**src/rtl/hand_scorer_if.sv**
```systemverilog
// Vaza/command inputs and hand/score outputs of the truco hand scorer.
// master drives vaza results and commands; slave is the scorer itself.
interface hand_scorer_if #(
  parameter int unsigned PW = 4,
  parameter int unsigned SW = 5
);
  logic          v1;
  logic          v2;
  logic          e;
  logic          newhand;
  logic          newgame;
  logic [PW-1:0] pont;

  logic [PW-1:0] s;
  logic          v;
  logic          tie;
  logic          done;
  logic [SW-1:0] score1;
  logic [SW-1:0] score2;
  logic          gameover;
  logic          err;

  modport master (
    output v1, v2, e, newhand, newgame, pont,
    input  s, v, tie, done, score1, score2, gameover, err
  );

  modport slave (
    input  v1, v2, e, newhand, newgame, pont,
    output s, v, tie, done, score1, score2, gameover, err
  );
endinterface

```
**src/rtl/hand_scorer.sv**
```systemverilog
// Truco hand resolver and match scorekeeper: resolves each hand from up to three
// vaza results, awards the hand value and tracks both scores up to TARGET.
module hand_scorer #(
  parameter int unsigned PW     = 4,
  parameter int unsigned SW     = 5,
  parameter int unsigned TARGET = 12
) (
  input logic          clk,
  input logic          clr,
  hand_scorer_if.slave bus
);

  // Sum width wide enough for score + pont without wrap-around.
  localparam int unsigned AW = ((SW > PW) ? SW : PW) + 1;

  typedef enum logic [1:0] {W1, W2, W3, OVER} state_t;
  typedef enum logic [1:0] {R_EMP, R_T1, R_T2} res_t;

  state_t        state;
  res_t          r1;
  logic [PW-1:0] s_q;
  logic          v_q;
  logic          tie_q;
  logic          done_q;
  logic [SW-1:0] score1_q;
  logic [SW-1:0] score2_q;
  logic          gameover_q;
  logic          err_q;

  logic [1:0]    ev_cnt_c;
  logic          single_c;
  logic          multi_c;
  res_t          res_c;
  res_t          win_c;
  logic          tie_c;
  state_t        next_wait_c;
  logic [AW-1:0] base_c;
  logic [AW-1:0] sum_c;
  logic [AW-1:0] sat_c;
  logic          hit_c;
  logic [SW-1:0] new_score_c;

  assign ev_cnt_c = 2'(bus.v1) + 2'(bus.v2) + 2'(bus.e);
  assign single_c = (ev_cnt_c == 2'd1);
  assign multi_c  = (ev_cnt_c > 2'd1);

  always_comb begin
    res_c = R_EMP;
    if (bus.v1)      res_c = R_T1;
    else if (bus.v2) res_c = R_T2;
  end

  // Hand decision for the current vaza given the vaza-1 result.
  always_comb begin
    win_c       = R_EMP;
    tie_c       = 1'b0;
    next_wait_c = state;
    case (state)
      W2: begin
        if (r1 == R_EMP) begin
          if (res_c != R_EMP) win_c = res_c;
          else                next_wait_c = W3;
        end else if (res_c == r1 || res_c == R_EMP) begin
          win_c = r1;
        end else begin
          next_wait_c = W3;
        end
      end
      W3: begin
        if (res_c != R_EMP)   win_c = res_c;
        else if (r1 != R_EMP) win_c = r1;
        else                  tie_c = 1'b1;
      end
      default: ;
    endcase
  end

  // Winner's saturated score.
  always_comb begin
    base_c      = (win_c == R_T2) ? AW'(score2_q) : AW'(score1_q);
    sum_c       = base_c + AW'(bus.pont);
    sat_c       = (sum_c >= AW'(TARGET)) ? AW'(TARGET) : sum_c;
    hit_c       = (sat_c == AW'(TARGET));
    new_score_c = SW'(sat_c);
  end

  always_ff @(posedge clk or posedge clr) begin
    if (clr) begin
      state      <= W1;
      r1         <= R_EMP;
      s_q        <= '0;
      v_q        <= 1'b0;
      tie_q      <= 1'b0;
      done_q     <= 1'b0;
      score1_q   <= '0;
      score2_q   <= '0;
      gameover_q <= 1'b0;
      err_q      <= 1'b0;
    end else begin
      s_q    <= '0;
      v_q    <= 1'b0;
      tie_q  <= 1'b0;
      done_q <= 1'b0;
      err_q  <= 1'b0;
      if (bus.newgame) begin
        state      <= W1;
        r1         <= R_EMP;
        score1_q   <= '0;
        score2_q   <= '0;
        gameover_q <= 1'b0;
      end else if (state == OVER) begin
        state <= OVER;
      end else if (bus.newhand) begin
        state <= W1;
        r1    <= R_EMP;
      end else if (multi_c) begin
        err_q <= 1'b1;
      end else if (single_c) begin
        if (state == W1) begin
          r1    <= res_c;
          state <= W2;
        end else if (win_c != R_EMP) begin
          done_q <= 1'b1;
          s_q    <= bus.pont;
          v_q    <= (win_c == R_T2);
          r1     <= R_EMP;
          if (win_c == R_T2) score2_q <= new_score_c;
          else               score1_q <= new_score_c;
          if (hit_c) begin
            state      <= OVER;
            gameover_q <= 1'b1;
          end else begin
            state <= W1;
          end
        end else if (tie_c) begin
          tie_q <= 1'b1;
          r1    <= R_EMP;
          state <= W1;
        end else begin
          state <= next_wait_c;
        end
      end
    end
  end

  assign bus.s        = s_q;
  assign bus.v        = v_q;
  assign bus.tie      = tie_q;
  assign bus.done     = done_q;
  assign bus.score1   = score1_q;
  assign bus.score2   = score2_q;
  assign bus.gameover = gameover_q;
  assign bus.err      = err_q;

endmodule

```
**src/flat_wrapper.sv**
```systemverilog
// flat-port wrapper written by rule: the top's interface ports become plain ports
module hand_scorer_flat 
#(
  parameter int unsigned PW     = 4,
  parameter int unsigned SW     = 5,
  parameter int unsigned TARGET = 12
)
  (clk, clr, bus_v1, bus_v2, bus_e, bus_newhand, bus_newgame, bus_pont, bus_s, bus_v, bus_tie, bus_done, bus_score1, bus_score2, bus_gameover, bus_err);
  hand_scorer_if #(.PW(PW), .SW(SW)) bus_i ();
  input logic clk;
  input logic clr;
  input wire logic [$bits(bus_i.v1)-1:0] bus_v1;
  input wire logic [$bits(bus_i.v2)-1:0] bus_v2;
  input wire logic [$bits(bus_i.e)-1:0] bus_e;
  input wire logic [$bits(bus_i.newhand)-1:0] bus_newhand;
  input wire logic [$bits(bus_i.newgame)-1:0] bus_newgame;
  input wire logic [$bits(bus_i.pont)-1:0] bus_pont;
  output wire logic [$bits(bus_i.s)-1:0] bus_s;
  output wire logic [$bits(bus_i.v)-1:0] bus_v;
  output wire logic [$bits(bus_i.tie)-1:0] bus_tie;
  output wire logic [$bits(bus_i.done)-1:0] bus_done;
  output wire logic [$bits(bus_i.score1)-1:0] bus_score1;
  output wire logic [$bits(bus_i.score2)-1:0] bus_score2;
  output wire logic [$bits(bus_i.gameover)-1:0] bus_gameover;
  output wire logic [$bits(bus_i.err)-1:0] bus_err;
  assign bus_i.v1 = bus_v1;
  assign bus_i.v2 = bus_v2;
  assign bus_i.e = bus_e;
  assign bus_i.newhand = bus_newhand;
  assign bus_i.newgame = bus_newgame;
  assign bus_i.pont = bus_pont;
  assign bus_s = bus_i.s;
  assign bus_v = bus_i.v;
  assign bus_tie = bus_i.tie;
  assign bus_done = bus_i.done;
  assign bus_score1 = bus_i.score1;
  assign bus_score2 = bus_i.score2;
  assign bus_gameover = bus_i.gameover;
  assign bus_err = bus_i.err;
  hand_scorer #(.PW(PW), .SW(SW), .TARGET(TARGET)) u_core (.clk(clk), .clr(clr), .bus(bus_i));
endmodule
```
**config.mk**
```make
export PLATFORM = sky130hd
export DESIGN_NAME = hand_scorer_flat
export DESIGN_NICKNAME = d
export VERILOG_FILES = /design/src/rtl/hand_scorer_if.sv /design/src/rtl/hand_scorer.sv /design/src/flat_wrapper.sv
export SDC_FILE = /design/constraint.sdc
export NUM_CORES = 1
export LEC_CHECK = 0
export ABC_AREA = 1
export ABC_CLOCK_PERIOD_IN_PS = 3200
export CORE_MARGIN = 5
export CORE_UTILIZATION = 51
export DETAILED_ROUTE_END_ITERATION = 10
export PLACE_DENSITY = 0.79
export SLEW_MARGIN = 20
export SYNTH_ARGS = -nofsm -noshare
export SYNTH_HDL_FRONTEND = slang
export SYNTH_SLANG_ARGS = --single-unit
export TNS_END_PERCENT = 10
```
**constraint.sdc**
```tcl
create_clock -name clk -period 3.2 [get_ports clk]
set_input_delay 0.8 -clock clk [delete_from_list [all_inputs] [get_ports clk]]
set_output_delay 0.8 -clock clk [all_outputs]
set_load 0.05 [all_outputs]
```
==> impl_results.md <==
* HP Class: reg2reg
* Core area at 0.00276 mm²
* Pwr Total at 1340 µW
* I/O pin total at 30
* Most frequent cells after synthesis: nand2_1 (33), inv_1 (31), nor2_1 (30)
* Worst Path Required at 3450 ps
* Final hold vios at 0
* Via count at 1325
* Wire per inst at 12.4 µm
* Final period util at 0.931
* Worst slew pin tran at 846 ps
* CP Capture Type: register
* Fillcell total at 227
* Clock sink count at 23
* Gate power share at 0.614
* HPWL after detailed placement at 2.66 mm
* Largest net degree at the start of global routing at 24
* P per Cell Area at 701 mW/mm²
* WHS at 541 ps
* Initial antenna violation count at 0
* End of the worst hold path: u_core.bus.gameover$_DFFE_PP0P_
* Die W at 63.7 µm
* Vias in the first global route at 1411
* Worst r2r src: u_core.state[1]$_DFFE_PP0P_
* Share of cells above drive strength 1 at 0.171
* Endpoints failing setup at 0
* Async S/R FF share, synth at 1.00
* Max VDD drop at 0.569 mV
* Nets at 256
* Synth Net Count at 212
* Post-synthesis average cell area at 7.69 µm²
* Clock power share at 0.102
* Crit Path Class: reg2reg
* Area contributors post-synth: dfrtp_1 (39%), nand2_1 (8.4%), inv_1 (7.9%)
* Clk_skew at 2.88 ps
* Static leakage at 0.000965 µW
* CTS tree: built
* Hold path depth at 2
* Post-DRT Antenna Nets at 0
* Syn Inst Count at 191
* Sequential share of the synthesized area at 0.392
* Mapped Area at 0.00147 mm²
* Root buffer cell: clkbuf_4
* Post-synth EDFFs at 0
* Critical-path maximum fanout at 6
* DRT iter0 DRCs at 48
* Worst Hold Launch: u_core.bus.gameover$_DFFE_PP0P_
* CP arrival at 3230 ps
* Sw Share at 0.479
* FF-to-FF setup slack at 220 ps
* Ys flop type: dfrtp_1
* Fin util at 0.693
* Synth top area share at 0.392
* Global route overflow at 0
* Register area at 576 µm²
* Final min period at 2980 ps
* RSZ-0062 raised after global routing: no
* Multi-input logic area at 764 µm²
* Crit path launch type: register
* Sw power at 641 µW
* Drt pass-1 iters at 4
* Yosys reg bits at 23
* Die Y at 63.7 µm
* Number of distinct library cells after synthesis at 25
* Clk slew on worst S/H paths at 120 ps
* Gr usage total at 0.179
* Slew Limit Fails at 0
* CTS H-tree lvls at 1
* Slew headroom at 0.435
* Die area at 0.00405 mm²
* Reg2Reg Depth at 22
* CTS Hold Bufs at 0
* CTS Buf Count at 3
* CTS max path bufs at 2
* Worst reg2reg path endpoint: u_core.bus.score1[1]$_DFFE_PP0P_
* Sequential power share at 0.284
* Final wirelength at 3.29 mm
* Max Cap Viol at 0
* Most frequent cell after synthesis: nand2_1
* DRC viols at 0
* YS warnings at 0
* Area growth syn-to-layout at 30.1%
* Clk_lat worst skew at 310 ps
* Area leader, netlist: dfrtp_1
* Final Wtd Congestion at 0.846
* Row count at 19
* Port Buffer Count at 29
* Global-route wire length before repair at 5.82 mm
* Drt via density at 5.00
* Pint at 699 µW
* Antenna Cells at 0
* Setup TNS at 0 ps
* Status: finished, final reports clean
* Initial Utilization at 0.533
* Peak Freq at 0.336 GHz
==> layer usage <==
metal,global-route usage,wire (µm),vias to the layer above
li1,-,-,675
met1,0.217,1440,607
met2,0.293,1590,38
met3,0.0480,209,5
met4,0.0805,51,0
met5,0,0,-
==> metrics by stage <==
step                      worst slack, ps  cell area [µm²]  cells
after floorplan                       261             1470    191
after global routing                 11.9             1910    265
final                                 219             1910    265
after global placement               -312             1850    258
after detailed placement             -412             1850    258
after CTS                             122             1880    262
==> cell usage in the layout (no fill, tap or decap), types with 2 or more instances in the layout <==
cell type | netlist | final
nand2_1 | 33 | 33
inv_1 | 31 | 31
nor2_1 | 30 | 30
clkdlybuf4s50_1 | 0 | 27
dfrtp_1 | 23 | 23
nand3_1 | 14 | 14
a21oi_1 | 12 | 11
buf_4 | 0 | 11
ha_1 | 8 | 8
inv_2 | 5 | 5
nand2_2 | 5 | 5
o21ai_0 | 4 | 4
nor2_2 | 4 | 3
nand2_4 | 3 | 3
nor3_1 | 3 | 3
clkbuf_4 | 0 | 3
nor2_4 | 1 | 2
or2_2 | 2 | 2
o21ai_4 | 2 | 2
nand4_1 | 2 | 2
dlygate4sd2_1 | 0 | 2
==> layout make-up <==
class,count,area share
Multi-Input combinational cell,131,0.400
Sequential cell,23,0.301
Tap cell,31,0.0203
Timing Repair Buffer,40,0.194
Clock buffer,4,0.0138
Inverter,36,0.0707
==> state kept, by name, indices dropped and copies added (netlist names) <==
name and cells:
u_core.state 2, u_core.bus.score2 5, u_core.bus.done 1, u_core.bus.s 4, u_core.bus.gameover 1, u_core.bus.score1 5, u_core.bus.tie 1, u_core.bus.v 1
u_core.r1 2, u_core.bus.err 1
==> power by group through the flow <==
| stage | sequential (µW) | clock, µW | combinational [µW] |
|---|---|---|---|
| 2_1_floorplan | 500 | 0 | 439 |
| 3_3_place_gp | 385 | 0 | 751 |
| 3_5_place_dp | 387 | 0 | 777 |
| 4_1_cts | 381 | 138 | 782 |
| 5_1_grt | 388 | 152 | 910 |
| 6_report | 381 | 136 | 823 |
==> worst max-delay path, cell delays in order, from the launching register on <==
cell	delay (ps)
dfrtp_1	430
buf_4	140
ha_1	210
nor2_1	200
nor2_4	70
inv_2	70
nor2_4	40
nand2_4	80
inv_2	40
nand2_1	50
nand2_1	60
ha_1	200
fa_2	360
nand2_1	70
nand2_1	50
nand2_1	60
inv_1	30
or2_2	280
inv_1	70
nand2_2	70
nand2_4	90
nand3_1	110
a21oi_1	140
==> cell families after synthesis <==
kind of cell | count (synthesis) | share of synthesized area
buffers and inverters | 37 | 0.0954
xor gates and xnor gates | 2 | 0.0119
DFF | 23 | 0.392
adders and majority gates | 10 | 0.0954
AOI/OAI and AO/OA | 18 | 0.0767
and+or+nand+nor | 101 | 0.329
==> repair_timing <==
action	CTS	global route
endpoints found under the hold margin	0	0
setup buffers	0	3
setup endpoints to repair	11	11
resized for setup	2	3
pin swaps	0	0
==> worst max-delay path by stage <==
stage	startpoint	to	slack [ps]	cells after the start
after global routing	u_core.state[1]$_DFFE_PP0P_	u_core.state[1]$_DFFE_PP0P_	10	16
final	u_core.state[1]$_DFFE_PP0P_	u_core.bus.score1[1]$_DFFE_PP0P_	220	22
after floorplan	bus_v2	u_core.bus.score1[3]$_DFFE_PP0P_	260	21
after CTS	u_core.state[0]$_DFFE_PP0P_	u_core.bus.score1[3]$_DFFE_PP0P_	120	22
after detailed placement	bus_v1	u_core.bus.score1[3]$_DFFE_PP0P_	-410	21
after global placement	bus_v1	u_core.bus.score2[3]$_DFFE_PP0P_	-310	21
Note: power is estimated with default switching activity, not from simulation.
